[src/rtl/adc_capture_avg.sv]
// Multi-channel ADC capture with runtime-selectable 2^k boxcar averaging.
// Optional per-channel offset subtraction: define ADC_CAPTURE_AVG_OFFSET_EN.
module adc_capture_avg #(
  parameter int W_AIO   = 14,
  parameter int N_CH    = 2,
  parameter int LOG_AVG = 8
) (
  input  logic                   clk,
  input  logic                   rst_n,
  input  logic                   adc_smp,
  input  logic [N_CH*W_AIO-1:0]  adc_in,
`ifdef ADC_CAPTURE_AVG_OFFSET_EN
  input  logic [N_CH*W_AIO-1:0]  ofs_in,
`endif
  input  logic [3:0]             avg_log,
  output logic [N_CH*W_AIO-1:0]  aio_out,
  output logic                   aio_vld,
  output logic [N_CH-1:0]        aio_ovr,
  output logic [15:0]            blk_cnt
);

  localparam int ACC_W = W_AIO + LOG_AVG;
  localparam int CNT_W = LOG_AVG + 1;
  localparam logic [3:0] MAX_LOG = 4'(LOG_AVG);

  function automatic logic is_ovr(input logic [W_AIO-1:0] v);
    return (v == {1'b0, {(W_AIO-1){1'b1}}}) || (v == {1'b1, {(W_AIO-1){1'b0}}});
  endfunction

  function automatic logic [W_AIO-1:0] sat_sub(input logic [W_AIO-1:0] a,
                                               input logic [W_AIO-1:0] b);
    logic [W_AIO:0] d;
    d = {a[W_AIO-1], a} - {b[W_AIO-1], b};
    if (d[W_AIO] != d[W_AIO-1]) begin
      return d[W_AIO] ? {1'b1, {(W_AIO-1){1'b0}}} : {1'b0, {(W_AIO-1){1'b1}}};
    end else begin
      return d[W_AIO-1:0];
    end
  endfunction

  function automatic logic signed [ACC_W-1:0] sext(input logic signed [W_AIO-1:0] v);
    return ACC_W'(v);
  endfunction

  logic                          sync1_q, sync1_d, sync2_q, sync2_d, hist_q, hist_d;
  logic [N_CH*W_AIO-1:0]         adc_buf_q, adc_buf_d;
  logic                          s1_vld_q, s1_vld_d;
  logic [N_CH*W_AIO-1:0]         cap_q, cap_d;
  logic [N_CH-1:0]               ovr_raw_q, ovr_raw_d;
  logic signed [ACC_W-1:0]       acc_q [N_CH];
  logic signed [ACC_W-1:0]       acc_d [N_CH];
  logic [CNT_W-1:0]              cnt_q, cnt_d;
  logic [3:0]                    eff_blk_q, eff_blk_d;
  logic [N_CH-1:0]               ovr_acc_q, ovr_acc_d;
  logic                          res_vld_q, res_vld_d;
  logic signed [ACC_W-1:0]       res_sum_q [N_CH];
  logic signed [ACC_W-1:0]       res_sum_d [N_CH];
  logic [3:0]                    res_log_q, res_log_d;
  logic [N_CH-1:0]               res_ovr_q, res_ovr_d;
  logic [N_CH*W_AIO-1:0]         aio_out_q, aio_out_d;
  logic                          aio_vld_q, aio_vld_d;
  logic [N_CH-1:0]               aio_ovr_q, aio_ovr_d;
  logic [15:0]                   blk_cnt_q, blk_cnt_d;

  logic                          e_smp;
  logic                          first_s;
  logic                          last_s;
  logic [3:0]                    eff_now_s;
  logic [3:0]                    eff_cur_s;
  logic [CNT_W-1:0]              last_cnt_s;
  logic [N_CH-1:0]               ovr_blk_s;
  logic signed [ACC_W-1:0]       sum_s [N_CH];
  logic signed [ACC_W-1:0]       shr_s;
  logic [W_AIO-1:0]              raw_s;

  assign aio_out = aio_out_q;
  assign aio_vld = aio_vld_q;
  assign aio_ovr = aio_ovr_q;
  assign blk_cnt = blk_cnt_q;

  // Next-state logic for synchroniser, capture, accumulate and output stages
  always_comb begin
    sync1_d   = adc_smp;
    sync2_d   = sync1_q;
    hist_d    = sync2_q;
    e_smp     = sync2_q & ~hist_q;
    adc_buf_d = adc_in;
    s1_vld_d  = e_smp;
    cap_d     = cap_q;
    ovr_raw_d = ovr_raw_q;
    raw_s     = '0;
    if (e_smp) begin
      for (int c = 0; c < N_CH; c++) begin
        raw_s = adc_buf_q[c*W_AIO +: W_AIO];
`ifdef ADC_CAPTURE_AVG_OFFSET_EN
        cap_d[c*W_AIO +: W_AIO] = sat_sub(raw_s, ofs_in[c*W_AIO +: W_AIO]);
`else
        cap_d[c*W_AIO +: W_AIO] = raw_s;
`endif
        ovr_raw_d[c] = is_ovr(raw_s);
      end
    end else begin
      cap_d = cap_q;
    end

    // The block length is fixed by eff_log seen when its first sample arrives
    eff_now_s  = (avg_log > MAX_LOG) ? MAX_LOG : avg_log;
    first_s    = (cnt_q == '0);
    eff_cur_s  = first_s ? eff_now_s : eff_blk_q;
    last_cnt_s = CNT_W'((32'd1 << eff_cur_s) - 32'd1);
    last_s     = (cnt_q == last_cnt_s);
    ovr_blk_s  = (first_s ? '0 : ovr_acc_q) | ovr_raw_q;

    acc_d     = acc_q;
    cnt_d     = cnt_q;
    eff_blk_d = eff_blk_q;
    ovr_acc_d = ovr_acc_q;
    res_vld_d = 1'b0;
    res_sum_d = res_sum_q;
    res_log_d = res_log_q;
    res_ovr_d = res_ovr_q;
    for (int c = 0; c < N_CH; c++) begin
      sum_s[c] = (first_s ? '0 : acc_q[c]) + sext(cap_q[c*W_AIO +: W_AIO]);
    end
    if (s1_vld_q) begin
      eff_blk_d = eff_cur_s;
      if (last_s) begin
        res_vld_d = 1'b1;
        res_sum_d = sum_s;
        res_log_d = eff_cur_s;
        res_ovr_d = ovr_blk_s;
        cnt_d     = '0;
        ovr_acc_d = '0;
        for (int c = 0; c < N_CH; c++) acc_d[c] = '0;
      end else begin
        acc_d     = sum_s;
        cnt_d     = cnt_q + CNT_W'(1);
        ovr_acc_d = ovr_blk_s;
      end
    end else begin
      cnt_d = cnt_q;
    end

    aio_vld_d = res_vld_q;
    aio_out_d = aio_out_q;
    aio_ovr_d = aio_ovr_q;
    blk_cnt_d = blk_cnt_q;
    shr_s     = '0;
    if (res_vld_q) begin
      for (int c = 0; c < N_CH; c++) begin
        shr_s = res_sum_q[c] >>> res_log_q;
        aio_out_d[c*W_AIO +: W_AIO] = shr_s[W_AIO-1:0];
      end
      aio_ovr_d = res_ovr_q;
      blk_cnt_d = blk_cnt_q + 16'd1;
    end else begin
      blk_cnt_d = blk_cnt_q;
    end
  end

  // State registers with synchronous active-low reset
  always_ff @(posedge clk) begin
    if (!rst_n) begin
      sync1_q   <= 1'b0;
      sync2_q   <= 1'b0;
      hist_q    <= 1'b0;
      adc_buf_q <= '0;
      s1_vld_q  <= 1'b0;
      cap_q     <= '0;
      ovr_raw_q <= '0;
      cnt_q     <= '0;
      eff_blk_q <= 4'd0;
      ovr_acc_q <= '0;
      res_vld_q <= 1'b0;
      res_log_q <= 4'd0;
      res_ovr_q <= '0;
      aio_out_q <= '0;
      aio_vld_q <= 1'b0;
      aio_ovr_q <= '0;
      blk_cnt_q <= 16'd0;
      for (int c = 0; c < N_CH; c++) begin
        acc_q[c]     <= '0;
        res_sum_q[c] <= '0;
      end
    end else begin
      sync1_q   <= sync1_d;
      sync2_q   <= sync2_d;
      hist_q    <= hist_d;
      adc_buf_q <= adc_buf_d;
      s1_vld_q  <= s1_vld_d;
      cap_q     <= cap_d;
      ovr_raw_q <= ovr_raw_d;
      cnt_q     <= cnt_d;
      eff_blk_q <= eff_blk_d;
      ovr_acc_q <= ovr_acc_d;
      res_vld_q <= res_vld_d;
      res_log_q <= res_log_d;
      res_ovr_q <= res_ovr_d;
      aio_out_q <= aio_out_d;
      aio_vld_q <= aio_vld_d;
      aio_ovr_q <= aio_ovr_d;
      blk_cnt_q <= blk_cnt_d;
      for (int c = 0; c < N_CH; c++) begin
        acc_q[c]     <= acc_d[c];
        res_sum_q[c] <= res_sum_d[c];
      end
    end
  end

endmodule

[config.mk]
export PLATFORM = sky130hd
export DESIGN_NAME = adc_capture_avg
export DESIGN_NICKNAME = d
export VERILOG_FILES = /design/src/rtl/adc_capture_avg.sv
export SDC_FILE = /design/constraint.sdc
export NUM_CORES = 1
export LEC_CHECK = 0
export CAP_MARGIN = 20
export CORE_ASPECT_RATIO = 1.5
export CORE_MARGIN = 5
export CORE_UTILIZATION = 50
export CTS_CLUSTER_DIAMETER = 80
export DETAILED_ROUTE_END_ITERATION = 16
export HOLD_SLACK_MARGIN = 0.12
export PLACE_DENSITY_LB_ADDON = 0.05
export SKIP_CTS_REPAIR_TIMING = 1
export SLEW_MARGIN = 20
export SYNTH_ARGS = -nofsm -noshare
export SYNTH_HDL_FRONTEND = slang
export SYNTH_SLANG_ARGS = --single-unit
[constraint.sdc]
create_clock -name clk -period 4.6 [get_ports clk]
set_input_delay 0.69 -clock clk [delete_from_list [all_inputs] [get_ports clk]]
set_output_delay 0.69 -clock clk [all_outputs]
set_load 0.005 [all_outputs]
After elaboration in Yosys (flattened, before gate mapping)
Index checks and enable logic that the tools add are counted.
{"block": "totals", "word_cells": 52, "mem_count": 0, "latch_bits": 0, "reg_bits": 219, "romBits": 0, "ramBits": 0}
{"block": "classes", "magnitude_cmp": 1, "muxes": 9, "n_reduce_logical": 5, "eq_ne": 5, "n_shift": 3, "n_addsub": 5, "n_div": 0, "n_mul": 0, "bitwise_logic": 3}
{"operator": "adder 22 bit", "n": 2}
{"operator": "2-to-1 mux 22 bit", "n": 2}
{"operator": "2-to-1 mux 44 bit", "n": 1}
{"operator": ">>> shifter 22 x 4 -> 14 bit", "n": 2}
{"operator": "== test 14 x 13 -> 1 bit, second input constant", "n": 2}
{"operator": "== test 14 bit, second input constant", "n": 2}
{"operator": "adder 16 x 1 -> 16 bit, second input constant", "n": 1}
{"operator": "adder 9 x 1 -> 9 bit, second input constant", "n": 1}
{"operator": "== test 9 bit", "n": 1}
{"operator": "zero test 9 bit", "n": 1}
{"operator": "2-to-1 mux 9 bit", "n": 1}
{"operator": "<< shifter 1 x 4 -> 9 bit, first input constant", "n": 1}
{"operator": "subtractor 9 x 1 -> 9 bit, second input constant", "n": 1}
{"operator": "2-to-1 mux 4 bit", "n": 2}
{"operator": "greater-than comparator 4 bit, second input constant", "n": 1}
{"operator": "2-to-1 mux 2 bit", "n": 2}
{"operator": "AND reduction 2 bit", "n": 2}
{"operator": "logical OR 1 bit", "n": 2}
{"operator": "OR 2 bit", "n": 1}
{"operator": "AND 1 bit", "n": 1}
{"operator": "2-to-1 mux 1 bit", "n": 1}
{"operator": "inverter 1 bit", "n": 1}

Logic depth before layout (Yosys ltp)
{"block": "depth", "depth_word": 7, "ltp_mapped": 20, "depth_no_buf": 17}

Least setup slack after synthesis
No wires, ideal clock.
{"block": "synth_timing", "path_kind": "register to register", "from": "reg cnt_q[0]", "to": "reg res_sum_q[42] (netlist name)", "required_time_ns": 4.478, "setup_slack_ns": 0.064, "arrival_ns": 4.414, "stages_incl_launch_ff": 20, "period_less_slack_ns": 4.536, "n_path_buf": 3, "path_cell_list": "dfxtp_1 > inv_1 > ha_1 > nor4b_2 > nand2_1 > clkbuf_1 > clkbuf_1 > clkbuf_1 > and2_1 > ha_1 > fa_1 > a211o_1 > a21oi_1 > a211oi_1 > o31ai_1 > a21oi_1 > a31oi_1 > o21a_1 > nor4_1 > a311o_1"}
{"block": "synth_between", "elab_chain_len": 6}
{"element": "from (decl)", "line_no": "52", "source": "logic [CNT_W-1:0] cnt_q, cnt_d;"}
{"element": "from (signal assigned)", "line_no": "193", "source": "cnt_q <= cnt_d;"}
{"element": "zero test 9 bit", "line_no": "108", "source": "first_s = (cnt_q == '0);"}
{"element": "2-to-1 mux 4 bit", "line_no": "109", "source": "eff_cur_s = first_s ? eff_now_s : eff_blk_q;"}
{"element": "<< shifter 1 x 4 -> 9 bit", "line_no": "110", "source": "last_cnt_s = CNT_W'((32'd1 << eff_cur_s) - 32'd1);"}
{"element": "subtractor 9 x 1 -> 9 bit", "line_no": "110"}
{"element": "== test 9 bit", "line_no": "111", "source": "last_s = (cnt_q == last_cnt_s);"}
{"element": "AND reduction 2 bit (no line)"}
{"element": "to (signal, indexed assignment)", "line_no": "205", "source": "res_sum_q[c] <= res_sum_d[c];"}
{"element": "to (decl)", "line_no": "56", "source": "logic signed [ACC_W-1:0] res_sum_q [N_CH];"}
Several ways; a longest one is shown, not always the timed one.
A chain may end at the register's enable or synchronous reset.

Worst setup path in the final report
Same ends and word-level chain as after synthesis.

==> impl_results.html <==
<table>
<tr><th>Metric</th><th>Value</th></tr>
<tr><th colspan="2">Synthesis</th></tr>
<tr><td>Part of the Yosys area used for sequential elements</td><td>36.3%</td></tr>
<tr><td>Number of enable flip-flop cells after synthesis</td><td>0</td></tr>
<tr><td>Net count after synthesis</td><td>1,526</td></tr>
<tr><td>Warnings, synthesis</td><td>0</td></tr>
<tr><td>Synthesized area per cell</td><td>8.37 um^2</td></tr>
<tr><td>Flip-flop and latch count after synthesis</td><td>219</td></tr>
<tr><td>Primary flip-flop cell chosen by synthesis mapping</td><td>sky130_fd_sc_hd__dfxtp_1</td></tr>
<tr><td>Netlist area before placement</td><td>12,100 um^2</td></tr>
<tr><td>Netlist cell types</td><td>68</td></tr>
<tr><td>Dominant cells by area after synthesis</td><td>sky130_fd_sc_hd__dfxtp_1 (36%), sky130_fd_sc_hd__mux2i_1 (9.2%), sky130_fd_sc_hd__nand2_1 (6.7%)</td></tr>
<tr><td>Cell taking the most area after synthesis</td><td>sky130_fd_sc_hd__dfxtp_1</td></tr>
<tr><td>Cell count after synthesis</td><td>1,443</td></tr>
<tr><td>Synth async-reset ratio</td><td>0%</td></tr>
<tr><td>Portion of synthesized cell area occupied by the leading cell type</td><td>between 30% and 40%</td></tr>
<tr><th colspan="2">STA</th></tr>
<tr><td>Setup Total Neg Slack</td><td>0 ns</td></tr>
<tr><td>Clock Skew</td><td>0.00713 ns</td></tr>
<tr><td>Highest attainable clock frequency</td><td>0.237 GHz</td></tr>
<tr><td>Slew headroom</td><td>33.7%</td></tr>
<tr><td>Final setup violation count</td><td>0</td></tr>
<tr><td>RSZ-0062 raised after global routing</td><td>no</td></tr>
<tr><td>Hold_ws</td><td>0.435 ns</td></tr>
<tr><td>Clock period minus worst slack</td><td>4.22 ns</td></tr>
<tr><td>Final-report hold violation count</td><td>0</td></tr>
<tr><td>Measured slew at the worst slew-check pin</td><td>~0.99 ns</td></tr>
<tr><td>Pins Over Slew Limit</td><td>0</td></tr>
<tr><td>Fin worst setup slack</td><td>0.375 ns</td></tr>
<tr><td>Final cycle utilization of the critical path</td><td>91.8%</td></tr>
<tr><th colspan="2">Route</th></tr>
<tr><td>Initial DRT Pass Iterations</td><td>5</td></tr>
<tr><td>DRC marker count from the first detailed-route iteration</td><td>534</td></tr>
<tr><td>Vias post-DR</td><td>just over 10,000</td></tr>
<tr><td>Via density per instance</td><td>5.65</td></tr>
<tr><td>Drt drc</td><td>0</td></tr>
<tr><td>Routed wire per std cell</td><td>16.0 um</td></tr>
<tr><td>WL final</td><td>29.1 mm</td></tr>
<tr><td>Number of nets with antenna violations after detailed routing</td><td>0</td></tr>
<tr><th colspan="2">Critical path</th></tr>
<tr><td>Data required time of the critical path</td><td>5.00 ns</td></tr>
<tr><td>Type of the setup path with the least slack</td><td>register to register</td></tr>
<tr><td>Arrival time of the worst setup path</td><td>4.62 ns</td></tr>
<tr><td>Max Fanout on Critical Path</td><td>17</td></tr>
<tr><td>CP delay by family, top</td><td>compound AO/OA/AOI/OAI gates</td></tr>
<tr><td>WP buf/inv</td><td>2</td></tr>
<tr><td>Cell Chain, Critical Path</td><td>inv_1, ha_1, nor4b_2, nand2_1, buf_12, and2_1, ha_1, fa_1, a211o_1, a21oi_1, a211oi_1, o31ai_1, a21oi_1, a31oi_1, o21a_1, nor4_1, a311o_1</td></tr>
<tr><td>Kind of start point of the critical path</td><td>register</td></tr>
<tr><td>Longest individual stage delay on the worst path</td><td>0.44 ns</td></tr>
<tr><td>Critical Path Slowest Stage Cell</td><td>sky130_fd_sc_hd__fa_1</td></tr>
<tr><td>Endpoint type of the worst setup path</td><td>register</td></tr>
<tr><th colspan="2">Final layout</th></tr>
<tr><td>Area taken by flip-flops and latches</td><td>~4400 um^2</td></tr>
<tr><td>Synthesis-to-layout area growth</td><td>15.8%</td></tr>
<tr><td>Fraction of layout instances using a drive strength above 1</td><td>7.72%</td></tr>
<tr><td>Number of nets in the layout</td><td>1,569</td></tr>
<tr><td>Number of diodes added for antenna fixing</td><td>0</td></tr>
<tr><td>Total area of multi-input combinational cells</td><td>7300 um^2</td></tr>
<tr><td>Fillers</td><td>approximately 2,200</td></tr>
<tr><th colspan="2">Die</th></tr>
<tr><td>Die Y-Extent</td><td>200 um</td></tr>
<tr><td>Starting density of the core</td><td>50.9%</td></tr>
<tr><td>Standard-cell rows</td><td>69</td></tr>
<tr><td>Number of placed I/O pins</td><td>just over 80</td></tr>
<tr><td>Die area</td><td>roughly 27,000 um^2</td></tr>
<tr><td>Die width</td><td>137 um</td></tr>
<tr><td>Core box area</td><td>23,700 um^2</td></tr>
<tr><th colspan="2">Global route</th></tr>
<tr><td>First-pass GRT wire length</td><td>49.6 mm</td></tr>
<tr><td>Initial antenna violation count</td><td>0</td></tr>
<tr><td>GRT Resource Usage Total</td><td>roughly a fifth</td></tr>
<tr><td>Vias in the first global route</td><td>9,915</td></tr>
<tr><td>Largest net degree at the start of global routing</td><td>81</td></tr>
<tr><td>Remaining global-route overflow</td><td>0</td></tr>
<tr><th colspan="2">Placed design</th></tr>
<tr><td>Final weighted congestion in routability-driven placement</td><td>0.882</td></tr>
<tr><td>Sum of net half-perimeters after detailed placement</td><td>21.2 mm</td></tr>
<tr><td>Buffers added on ports</td><td>81</td></tr>
<tr><td>Setup slack at placement</td><td>about 0.24 ns</td></tr>
<tr><th colspan="2">Job</th></tr>
<tr><td>Max-capacitance violation count</td><td>0</td></tr>
<tr><th colspan="2">CTS</th></tr>
<tr><td>Number of buffers created by CTS</td><td>23</td></tr>
<tr><td>Max Buffers Root-to-Sink</td><td>3</td></tr>
<tr><td>Total number of clock tree sinks</td><td>around 220</td></tr>
<tr><td>CTS clock-pin slew for the worst setup and hold paths</td><td>0.07 ns</td></tr>
<tr><td># H-tree levels</td><td>1</td></tr>
<tr><td>Worst skew pair latency</td><td>0.51 ns</td></tr>
<tr><td>Buffer cell driving the clock tree root</td><td>sky130_fd_sc_hd__clkbuf_16</td></tr>
<tr><td>Clock tree from TritonCTS</td><td>done</td></tr>
<tr><th colspan="2">Pwr</th></tr>
<tr><td>Leakage power</td><td>5.24 nW</td></tr>
<tr><td>Proportion of power drawn by flip-flops and latches</td><td>47.4%</td></tr>
<tr><td>Maximum VDD drop</td><td>0.403 mV</td></tr>
<tr><td>Power density over the cells</td><td>292 nW/um^2</td></tr>
<tr><td>Switching Power</td><td>0.897 mW</td></tr>
<tr><td>Combinational cell fraction of total power</td><td>4.7%</td></tr>
<tr><td>Portion of total power attributed to the clock network</td><td>a little under half</td></tr>
<tr><td>Cell internal power dissipation</td><td>between 3 and 4 mW</td></tr>
<tr><td>Switching part of the total</td><td>22.0%</td></tr>
<tr><th colspan="2">Status</th></tr>
<tr><td>Result of the run</td><td>finished clean</td></tr>
<tr><th colspan="2">Worst hold path</th></tr>
<tr><td>Path category of the worst min-delay check</td><td>register to register</td></tr>
</table>
final timing paths:
kind	startpoint	slack [ns]	depth (start not counted)	end
max	cnt_q[0]	0.38	17	res_sum_q[42]
min reg2reg	sync1_q	0.43	1	hist_d
max reg2reg	cnt_q[0]	0.38	17	res_sum_q[42]
min	sync1_q	0.43	1	hist_d
cells by family after synthesis:
family	after synthesis	share of synthesized area, %
compound gates	299	15.1
xor+xnor	57	4.13
fa+ha+maj	48	5.09
buf+inv	107	3.44
flops	219	36.3
mux	134	12.9
simple gates	579	23.0
per-stage QoR:
step	instances	util (%)	area (um^2)	total power, mW
finish	1821	58.9	14000	4.09
global route	1821	58.9	14000	4.24
CTS	1821	58.9	14000	4.13
detailed placement	1780	55.5	13200	2.17
global placement	1780	55.5	13200	2.17
floorplan	1443	-	12100	2.09
synth_stat cells, types with 6 or more instances:
library cell / number
sky130_fd_sc_hd__o211ai_1: 7
sky130_fd_sc_hd__nand3_1: 56
sky130_fd_sc_hd__dfxtp_1: 219
sky130_fd_sc_hd__inv_1: 11
sky130_fd_sc_hd__nor2b_1: 15
sky130_fd_sc_hd__and3_1: 10
sky130_fd_sc_hd__mux4_2: 17
sky130_fd_sc_hd__buf_2: 8
sky130_fd_sc_hd__nand2_1: 215
sky130_fd_sc_hd__nand4_1: 15
sky130_fd_sc_hd__a21oi_1: 137
sky130_fd_sc_hd__a21o_1: 26
sky130_fd_sc_hd__mux2_2: 6
sky130_fd_sc_hd__o21ai_0: 39
sky130_fd_sc_hd__and2_1: 79
sky130_fd_sc_hd__ha_1: 46
sky130_fd_sc_hd__xor2_1: 31
sky130_fd_sc_hd__nor3_1: 22
sky130_fd_sc_hd__mux2i_1: 111
sky130_fd_sc_hd__nor2_1: 118
sky130_fd_sc_hd__a211oi_1: 29
sky130_fd_sc_hd__a31oi_1: 16
sky130_fd_sc_hd__o21a_1: 9
sky130_fd_sc_hd__buf_1: 15
sky130_fd_sc_hd__nor4_1: 8
sky130_fd_sc_hd__clkbuf_1: 70
sky130_fd_sc_hd__nand2b_1: 8
sky130_fd_sc_hd__xnor2_1: 26
power by group through the flow:
stage / clock, mW / sequential (mW) / combinational [mW]
2_1_floorplan: 0 / 1.97 / 0.123
3_3_place_gp: 0 / 1.98 / 0.193
3_5_place_dp: 0 / 1.98 / 0.193
4_1_cts: 2.01 / 1.94 / 0.194
5_1_grt: 2.08 / 1.94 / 0.216
6_report: 1.96 / 1.94 / 0.194
sequential cells by signal, summed over array words and instances (netlist names), 2 cells and up:
register,count
aio_ovr,2
cap_q,28
res_log_q,4
ovr_acc_q,2
res_sum_q,44
ovr_raw_q,2
cnt_q,9
acc_q,44
aio_out,28
eff_blk_q,4
res_ovr_q,2
blk_cnt,16
adc_buf_q,28
layout make-up:
cell class                      instances  share of cell area (%)
Multi-Input combinational cell       1117                    52.2
Sequential cell                       219                    31.4
Timing Repair Buffer                  112                    7.55
Clock buffer                           27                    4.44
Tap cell                              319                    2.85
Clock inverter                         14                    1.27
Inverter                               13                   0.367
per-layer routing:
layer	GRT usage, %	share of wire, %	routed length, um
met5	0	0	0
met4	6.10	2.8	814
met3	2.59	4.4	1290
met2	36.9	49	14300
met1	27.7	43	12600
cell usage in the layout, fill, tap and decap left out, types with 5 or more instances in the layout:
cell / instances
sky130_fd_sc_hd__a31oi_1: 16
sky130_fd_sc_hd__nor2b_1: 14
sky130_fd_sc_hd__ha_1: 46
sky130_fd_sc_hd__o211ai_1: 7
sky130_fd_sc_hd__and2_1: 79
sky130_fd_sc_hd__a22oi_1: 5
sky130_fd_sc_hd__nand2b_1: 7
sky130_fd_sc_hd__xor2_1: 31
sky130_fd_sc_hd__inv_1: 10
sky130_fd_sc_hd__mux2_2: 6
sky130_fd_sc_hd__clkinv_2: 8
sky130_fd_sc_hd__buf_4: 30
sky130_fd_sc_hd__clkdlybuf4s50_1: 81
sky130_fd_sc_hd__nand3_1: 56
sky130_fd_sc_hd__o21a_1: 9
sky130_fd_sc_hd__xnor2_1: 26
sky130_fd_sc_hd__dfxtp_1: 215
sky130_fd_sc_hd__nand4_1: 15
sky130_fd_sc_hd__mux2i_1: 111
sky130_fd_sc_hd__a21o_1: 26
sky130_fd_sc_hd__nor2_1: 118
sky130_fd_sc_hd__clkbuf_16: 23
sky130_fd_sc_hd__a211oi_1: 29
sky130_fd_sc_hd__nand2_1: 215
sky130_fd_sc_hd__and3_1: 10
sky130_fd_sc_hd__a211o_1: 5
sky130_fd_sc_hd__nor4_1: 8
sky130_fd_sc_hd__mux4_2: 17
sky130_fd_sc_hd__o21ai_0: 39
sky130_fd_sc_hd__a21oi_1: 137
sky130_fd_sc_hd__nor3_1: 22
Note: power is estimated with default switching activity, not from simulation.
